--- config.mk ---
export PLATFORM = sky130hd
export DESIGN_NAME = fb_write_scheduler
export DESIGN_NICKNAME = d
export VERILOG_FILES = /design/src/rtl/fb_sched_pkg.sv /design/src/rtl/rr_arbiter2.sv /design/src/rtl/fb_write_scheduler.sv
export SDC_FILE = /design/constraint.sdc
export NUM_CORES = 1
export LEC_CHECK = 0
export CORE_MARGIN = 3
export CORE_UTILIZATION = 40
export CTS_CLUSTER_SIZE = 12
export DETAILED_ROUTE_END_ITERATION = 6
export PLACE_DENSITY = 0.68
export SLEW_MARGIN = 15
export SYNTH_ARGS = -nofsm -noshare
export SYNTH_HDL_FRONTEND = slang
export SYNTH_SLANG_ARGS = --single-unit
--- constraint.sdc ---
create_clock -name clk -period 5.45 [get_ports clk]
set_clock_uncertainty 0.1 [all_clocks]
set_input_delay 1.09 -clock clk [delete_from_list [all_inputs] [get_ports clk]]
set_output_delay 1.09 -clock clk [all_outputs]
set_load 0.02 [all_outputs]
--- src/rtl/fb_sched_pkg.sv ---
// Shared constants and FSM state type for the framebuffer write scheduler.
package fb_sched_pkg;
   localparam int unsigned FB_COORD_W = 6;
   localparam int unsigned FB_DATA_W  = 8;
   localparam int unsigned REQ_PAINT  = 0;
   localparam int unsigned REQ_AUX    = 1;

   typedef enum logic [1:0] {
      ST_IDLE  = 2'd0,
      ST_WRITE = 2'd1,
      ST_CLEAR = 2'd2
   } fb_state_e;
endpackage

--- src/rtl/rr_arbiter2.sv ---
// Two-way round-robin arbiter: the pointer names the requester preferred on a tie.
module rr_arbiter2
   import fb_sched_pkg::*;
(
   input  logic       clk,
   input  logic       rstn,
   input  logic       en,
   input  logic [1:0] valid,
   output logic [1:0] grant
);
   logic ptr;

   always_comb begin
      grant = '0;
      if (en) begin
         if (valid == 2'b11) grant[ptr] = 1'b1;
         else                grant      = valid;
      end
   end

   // Grant implies accept, so the pointer moves to the other requester.
   always_ff @(posedge clk or negedge rstn) begin
      if (!rstn)        ptr <= 1'b0;
      else if (|grant)  ptr <= ~grant[REQ_AUX];
   end
endmodule

--- src/rtl/fb_write_scheduler.sv ---
// Framebuffer write-port owner: round-robin requester writes plus a full-frame clear sweep.
module fb_write_scheduler
   import fb_sched_pkg::*;
#(
   parameter int unsigned COORD_W  = FB_COORD_W,
   parameter int unsigned DATA_W   = FB_DATA_W,
   parameter int unsigned NUM_COLS = 64,
   parameter int unsigned NUM_ROWS = 64,
   parameter int unsigned WR_GAP   = 1
) (
   input  logic               clk,
   input  logic               rstn,
   input  logic [1:0]         req_valid,
   output logic [1:0]         req_ready,
   input  logic [COORD_W-1:0] req0_x,
   input  logic [COORD_W-1:0] req0_y,
   input  logic [DATA_W-1:0]  req0_px,
   input  logic               req0_pal,
   input  logic               req0_ovl,
   input  logic [COORD_W-1:0] req1_x,
   input  logic [COORD_W-1:0] req1_y,
   input  logic [DATA_W-1:0]  req1_px,
   input  logic               req1_pal,
   input  logic               req1_ovl,
   input  logic               clear_start,
   input  logic [DATA_W-1:0]  clear_color,
   output logic               clear_busy,
   output logic [COORD_W-1:0] gpu_column,
   output logic [COORD_W-1:0] gpu_row,
   output logic               gpu_write,
   output logic [DATA_W-1:0]  gpu_px_data,
   output logic               gpu_palette,
   output logic               gpu_overlay
);
   localparam logic [COORD_W-1:0] COL_LAST = COORD_W'(NUM_COLS - 1);
   localparam logic [COORD_W-1:0] ROW_LAST = COORD_W'(NUM_ROWS - 1);
   localparam logic [3:0]         GAP_LD   = 4'(WR_GAP);

   fb_state_e          state;
   logic [3:0]         gap_cnt;
   logic               clr_pend;
   logic               clr_last;
   logic [DATA_W-1:0]  clr_color;
   logic [COORD_W-1:0] clr_col;
   logic [COORD_W-1:0] clr_row;
   logic               arb_en;
   logic [1:0]         grant;
   logic               gsel;

   // A clear_start in the same cycle wins over requests, so it also blocks the arbiter.
   assign arb_en    = (state == ST_IDLE) && (gap_cnt == '0) && !clr_pend && !clear_start;
   assign req_ready = grant;
   assign gsel      = grant[REQ_AUX];

   rr_arbiter2 u_arb (
      .clk   (clk),
      .rstn  (rstn),
      .en    (arb_en),
      .valid (req_valid),
      .grant (grant)
   );

   always_ff @(posedge clk or negedge rstn) begin
      if (!rstn) begin
         state       <= ST_IDLE;
         gap_cnt     <= '0;
         clr_pend    <= 1'b0;
         clr_last    <= 1'b0;
         clr_color   <= '0;
         clr_col     <= '0;
         clr_row     <= '0;
         clear_busy  <= 1'b0;
         gpu_column  <= '0;
         gpu_row     <= '0;
         gpu_write   <= 1'b0;
         gpu_px_data <= '0;
         gpu_palette <= 1'b0;
         gpu_overlay <= 1'b0;
      end else begin
         gpu_write <= 1'b0;
         case (state)
            ST_IDLE: begin
               if (gap_cnt != '0) begin
                  gap_cnt <= gap_cnt - 4'd1;
                  if (clear_start && !clr_pend) begin
                     clr_pend  <= 1'b1;
                     clr_color <= clear_color;
                  end
               end else if (clr_pend || clear_start) begin
                  state      <= ST_CLEAR;
                  clear_busy <= 1'b1;
                  clr_pend   <= 1'b0;
                  clr_last   <= 1'b0;
                  clr_col    <= '0;
                  clr_row    <= '0;
                  if (!clr_pend) clr_color <= clear_color;
               end else if (|grant) begin
                  state       <= ST_WRITE;
                  gpu_write   <= 1'b1;
                  gpu_column  <= gsel ? req1_x   : req0_x;
                  gpu_row     <= gsel ? req1_y   : req0_y;
                  gpu_px_data <= gsel ? req1_px  : req0_px;
                  gpu_palette <= gsel ? req1_pal : req0_pal;
                  gpu_overlay <= gsel ? req1_ovl : req0_ovl;
               end
            end
            ST_WRITE: begin
               state   <= ST_IDLE;
               gap_cnt <= GAP_LD;
               if (clear_start && !clr_pend) begin
                  clr_pend  <= 1'b1;
                  clr_color <= clear_color;
               end
            end
            ST_CLEAR: begin
               // Stay in CLEAR through the last strobe so clear_busy covers it.
               if (clr_last) begin
                  state      <= ST_IDLE;
                  clear_busy <= 1'b0;
                  clr_last   <= 1'b0;
                  if (gap_cnt != '0) gap_cnt <= gap_cnt - 4'd1;
               end else if (gap_cnt != '0) begin
                  gap_cnt <= gap_cnt - 4'd1;
               end else begin
                  gpu_write   <= 1'b1;
                  gpu_column  <= clr_col;
                  gpu_row     <= clr_row;
                  gpu_px_data <= clr_color;
                  gpu_palette <= 1'b0;
                  gpu_overlay <= 1'b0;
                  gap_cnt     <= GAP_LD;
                  if (clr_col == COL_LAST) begin
                     clr_col <= '0;
                     if (clr_row == ROW_LAST) begin
                        clr_row  <= '0;
                        clr_last <= 1'b1;
                     end else begin
                        clr_row <= clr_row + COORD_W'(1);
                     end
                  end else begin
                     clr_col <= clr_col + COORD_W'(1);
                  end
               end
            end
            default: state <= ST_IDLE;
         endcase
      end
   end
endmodule

# After elaboration in Yosys (flattened, before gate mapping)
# Cells that the tools add are included.
# word_totals
mem_count	0
out_inout_bits	26
rom_bits	0
ram_bits	0
reg_bits	53
word_cells	142
in_bits	57
latch_bits	0
# op_classes
bitwise	1
muxes	82
n_addsub	3
multipliers	0
shifts	0
magnitude_cmp	2
n_eq_ne	16
div_mod_pow	0
n_reduce_logical	23
# ops
cell	n
2-to-1 mux 6 bit	21
2-to-1 mux 8 bit	10
case mux 6 bit (2 select lines)	4
case mux 8 bit (2 select lines)	2
2-to-1 mux 1 bit	27
adder 6 x 1 -> 6 bit, second input constant	2
== test 6 bit, second input constant	2
2-to-1 mux 2 bit	6
2-to-1 mux 4 bit	3
inequality test 2 bit, second input constant	6
case mux 1 bit (2 select lines)	6
case mux 4 bit (3 select lines)	1
AND reduction 6 bit	2
AND reduction 3 bit	3
inequality test 3 x 1 -> 1 bit, second input constant	2
logical AND 1 bit	5
AND reduction 5 bit	1
== test 2 bit, second input constant	2
zero test 4 bit	1
inequality test 2 x 1 -> 1 bit, second input constant	2
case mux 2 bit (2 select lines)	1
AND reduction 4 bit	1
nonzero test 2 bit	2
nonzero test 4 bit	1
other kinds (13)	14

# Longest topological paths before layout
# logic_depth
word_depth	11
ltp_mapped	9
mapped_depth_nobuf	9

# Hierarchy
# A second synthesis with hierarchy kept.
# unflattened
cells_unflattened	294
area_unflattened_um2	2979.1
# modules_own_cells
mod	cells_each	seq_area_each_um2	instances	area_each_um2
fb_write_scheduler	286	1301.2	1	2917.8
rr_arbiter2	8	25.0	1	61.3

# Least setup slack after synthesis
# Ideal clock, no wire load.
# synth_timing
path_kind	input to output
from	input port clear_start
to	output port req_ready[0]
path_slack_ps	2044
path_buffers	1
required_ps	4260
cell_stages	5
arrival_ps	2216
cell_sequence	or3b_1 -> nor2_1 -> buf_2 -> nand2_1 -> a21oi_1
# synth_between
elab_chain_cells	3
# synth_lines
element	line	text
start: declaration	fb_write_scheduler.sv:25	input logic clear_start,
zero test 1 bit	fb_write_scheduler.sv:51	assign arb_en = (state == ST_IDLE) && (gap_cnt == '0) && !clr_pend && !clear_start;
logical AND 1 bit	fb_write_scheduler.sv:51	
2-to-1 mux 2 bit	rr_arbiter2.sv:15	if (en) begin
end: declaration	fb_write_scheduler.sv:14	output logic [1:0] req_ready,
# Every way passes these cells.

# Final worst setup path
# Ends and elaborated chain as after synthesis.

==> flow_summary.ini <==
[floorplan]
die_h_um = 93.45
die_area_sq_um = 8733
core_sq_um = 7331
die_w_um = 93.45
row_count = 31
ios = 83
start_util = 0.4173

[placement]
gp_congestion = 0.8256
place_inst = 476
dp_slack_ps = 842.6
hpwlAfterDp_mm = 5.943
place.port_buffers = 82

[yosys]
yosys_register_bits = 53
synth.area.top_cells = dfrtp_1 43%, mux2i_1 4.9%, o21ai_1 3.4%, mux2_2 3.3%, ha_1 3.3%
synth.largest_area_cell = dfrtp_1
synth_nets = 376
ys_seq_area_frac = 0.4335
yosysWarnings = 0
netlist_area_sq_um = 3059
yosysTopAreaCellShare = 0.4335
netlist_instances = 311
synth_area_per_cell_sq_um = 9.837
yosys.cell_types.count = 49

[setup_path]
critPathKind = input pin to primary output
crit_fanout = 11
critPathLaunchType = input pin
cp-end-kind = primary output
crit_arrival_ps = 3450
crit_required_ps = 4260

[detailed_routing]
top_layer_used = met4
route.met3.wl_um = 479
vias = 2711
ant_nets = 0
wl_met1_mm = 3.811
viasPerCell = 5.601
wl_per_cell_um = 16.90
wl_mm = 8.182
routed-wl-met2_mm = 3.803
drtPass1Iterations = 4
drc_errors = 0
drt_iter0_drc = 139

[job]
cap_violations = 0

[clock_network]
clock-sinks = 53
clock_latency_ps = 310
cts_resized = 0
cts_root_buffer = clkbuf_8
cts_max_level = 2
cts_buffer_depth = 2
postCtsHoldBufs = 0
cts_tree = built
postCtsSetupRepairBufs = 0
clk_pin_slew_ps = 100
numCtsBuffers = 5

[power_and_ir_drop]
swShare = 0.4296
p_comb_frac = 0.551
p_sw_mw = 0.9276
power.internal_mw = 1.232
p_leak_nw = 1.743
power_frac_clock = 0.132
p_seq_frac = 0.318
vdd_drop_max_mv = 0.2894
power-per-cell-area_nw_per_um2 = 531.5

[global_route]
grt_pass1_wl_mm = 13.51
grt_max_degree = 54
antenna_found_initial = 0
grt_use_total = 0.1918
grt_overflow = 0
first_global_vias = 2713

[sta]
min_period_ps = 4643
period_share = 0.8520
grt_setup_unrepaired = no
setup_tns_ps = 0
fmax_mhz = 215.4
drv_slew = 0
hold_slack_ps = 405.0
slew_headroom = 0.4655
finalHoldViolations = 0
worstMarginPinSlew_ps = 795.0
worst_slack_ps = 806.6
finalSetupViolCount = 0

[finish]
antennaDiodeCount = 0
drive_above_1_share = 0.09091
nets = 449
area_growth_pct = 32.80
final_cells = 484

[status]
status = finished, final reports clean

[min_path]
worstHoldPathType = flop to flop
area by class of cell:
class                           instances  area [sq um]
Inverter                               10         37.54
Tap cell                               99         123.9
Timing Repair Buffer                   87         853.3
Fill cell                             620          3268
Multi-Input combinational cell        227          1602
Clock buffer                            6         82.58
Clock inverter                          2         37.54
Sequential cell                        53          1326
state kept, by name, summed over array words and instances (netlist names):
signal       count
clr_color        8
gpu_px_data      8
clr_col          6
clr_row          6
gpu_column       6
gpu_row          6
gap_cnt          4
state            2
clear_busy       1
clr_last         1
clr_pend         1
gpu_overlay      1
gpu_palette      1
gpu_write        1
u_arb.ptr        1
worst paths after layout:
path,start,endpoint,slack [ps],cells after the start
max,clear_start,req_ready[0],810,6
min,gpu_px_data[7],gpu_px_data[7],410,2
max reg2reg,state[0],gpu_row[4],2670,8
min reg2reg,gpu_px_data[7],gpu_px_data[7],410,2
max in group asynchronous,rstn,clr_row[0],3980,2
min in group asynchronous,rstn,clr_color[3],800,2
through the flow:
| step | power, mW | util | cell area [sq um] |
|---|---|---|---|
| 3_3_place_gp | 1.849 | 0.5378 | 3943 |
| 2_1_floorplan | 1.486 | - | 3059 |
| 4_1_cts | 2.174 | 0.5542 | 4063 |
| 3_5_place_dp | 1.886 | 0.5378 | 3943 |
| 6_report | 2.159 | 0.5542 | 4063 |
| 5_1_grt | 2.338 | 0.5542 | 4063 |
power by group through the flow:
stage	registers, mW	clock network (mW)	logic, mW
after detailed placement	0.695	0	1.19
after global routing	0.713	0.304	1.32
after CTS	0.687	0.289	1.20
after floorplan	0.763	0	0.723
final	0.686	0.285	1.19
after global placement	0.684	0	1.16
cells in the final DEF (no fill, tap or decap), drive strengths merged, types with 8 or more instances in the layout:
master	instances
nand3	8
mux2i	15
nand2	26
mux2	9
ha	8
nor2b	13
or3	10
o31ai	11
o21ai	34
and3	13
a221oi	8
clkdlybuf4s50	81
dfrtp	53
o211ai	10
inv	10
cell families after synthesis:
kind of cell,Yosys count,synth area share
flip-flops,53,0.4335
buffers and inverters,31,0.04294
adder cells (fa/ha/maj),8,0.03272
AO/OA/AOI/OAI,93,0.2196
AND/OR/NAND/NOR,102,0.1890
multiplexers,24,0.08221
per-layer routing:
| metal | vias up | track usage |
|---|---|---|
| met1 | 1312 | 0.2642 |
| li1 | 1314 | - |
| met3 | 7 | 0.03620 |
| met2 | 78 | 0.3097 |
| met5 | - | 0 |
| met4 | 0 | 0.05006 |
synthesized netlist by cell type (all sizes together):
| cell type | count |
|---|---|
| nand2 | 26 |
| o31a | 1 |
| inv | 10 |
| nand3b | 3 |
| a31oi | 2 |
| o211ai | 10 |
| a2bb2oi | 1 |
| or4 | 2 |
| nor2 | 7 |
| a22oi | 1 |
| or3b | 1 |
| nand3 | 8 |
| a221oi | 8 |
| o221ai | 6 |
| buf | 7 |
| o21a | 2 |
| and3 | 13 |
| or2 | 3 |
| nand2b | 7 |
| or4b | 1 |
| a211oi | 1 |
| o22ai | 1 |
| nand4 | 2 |
| clkbuf | 14 |
| nor3b | 2 |
| o2bb2ai | 4 |
| mux2i | 15 |
| o21ai | 34 |
| a32o | 1 |
| dfrtp | 53 |
| o31ai | 11 |
| a311o | 1 |
| nor3 | 3 |
| and2 | 1 |
| a21boi | 1 |
| ha | 8 |
| o2111ai | 2 |
| o21bai | 1 |
| or3 | 10 |
| a21oi | 5 |
| mux2 | 9 |
| nor2b | 13 |
worst max-delay path, cell delays in order:
cell and delay, ps:
clkdlybuf4s50_1 460, or3b_1 440, nor2_1 600, nand2_1 110, a21oi_1 140, clkdlybuf4s50_1 620
Note: power is estimated with default switching activity, not from simulation.
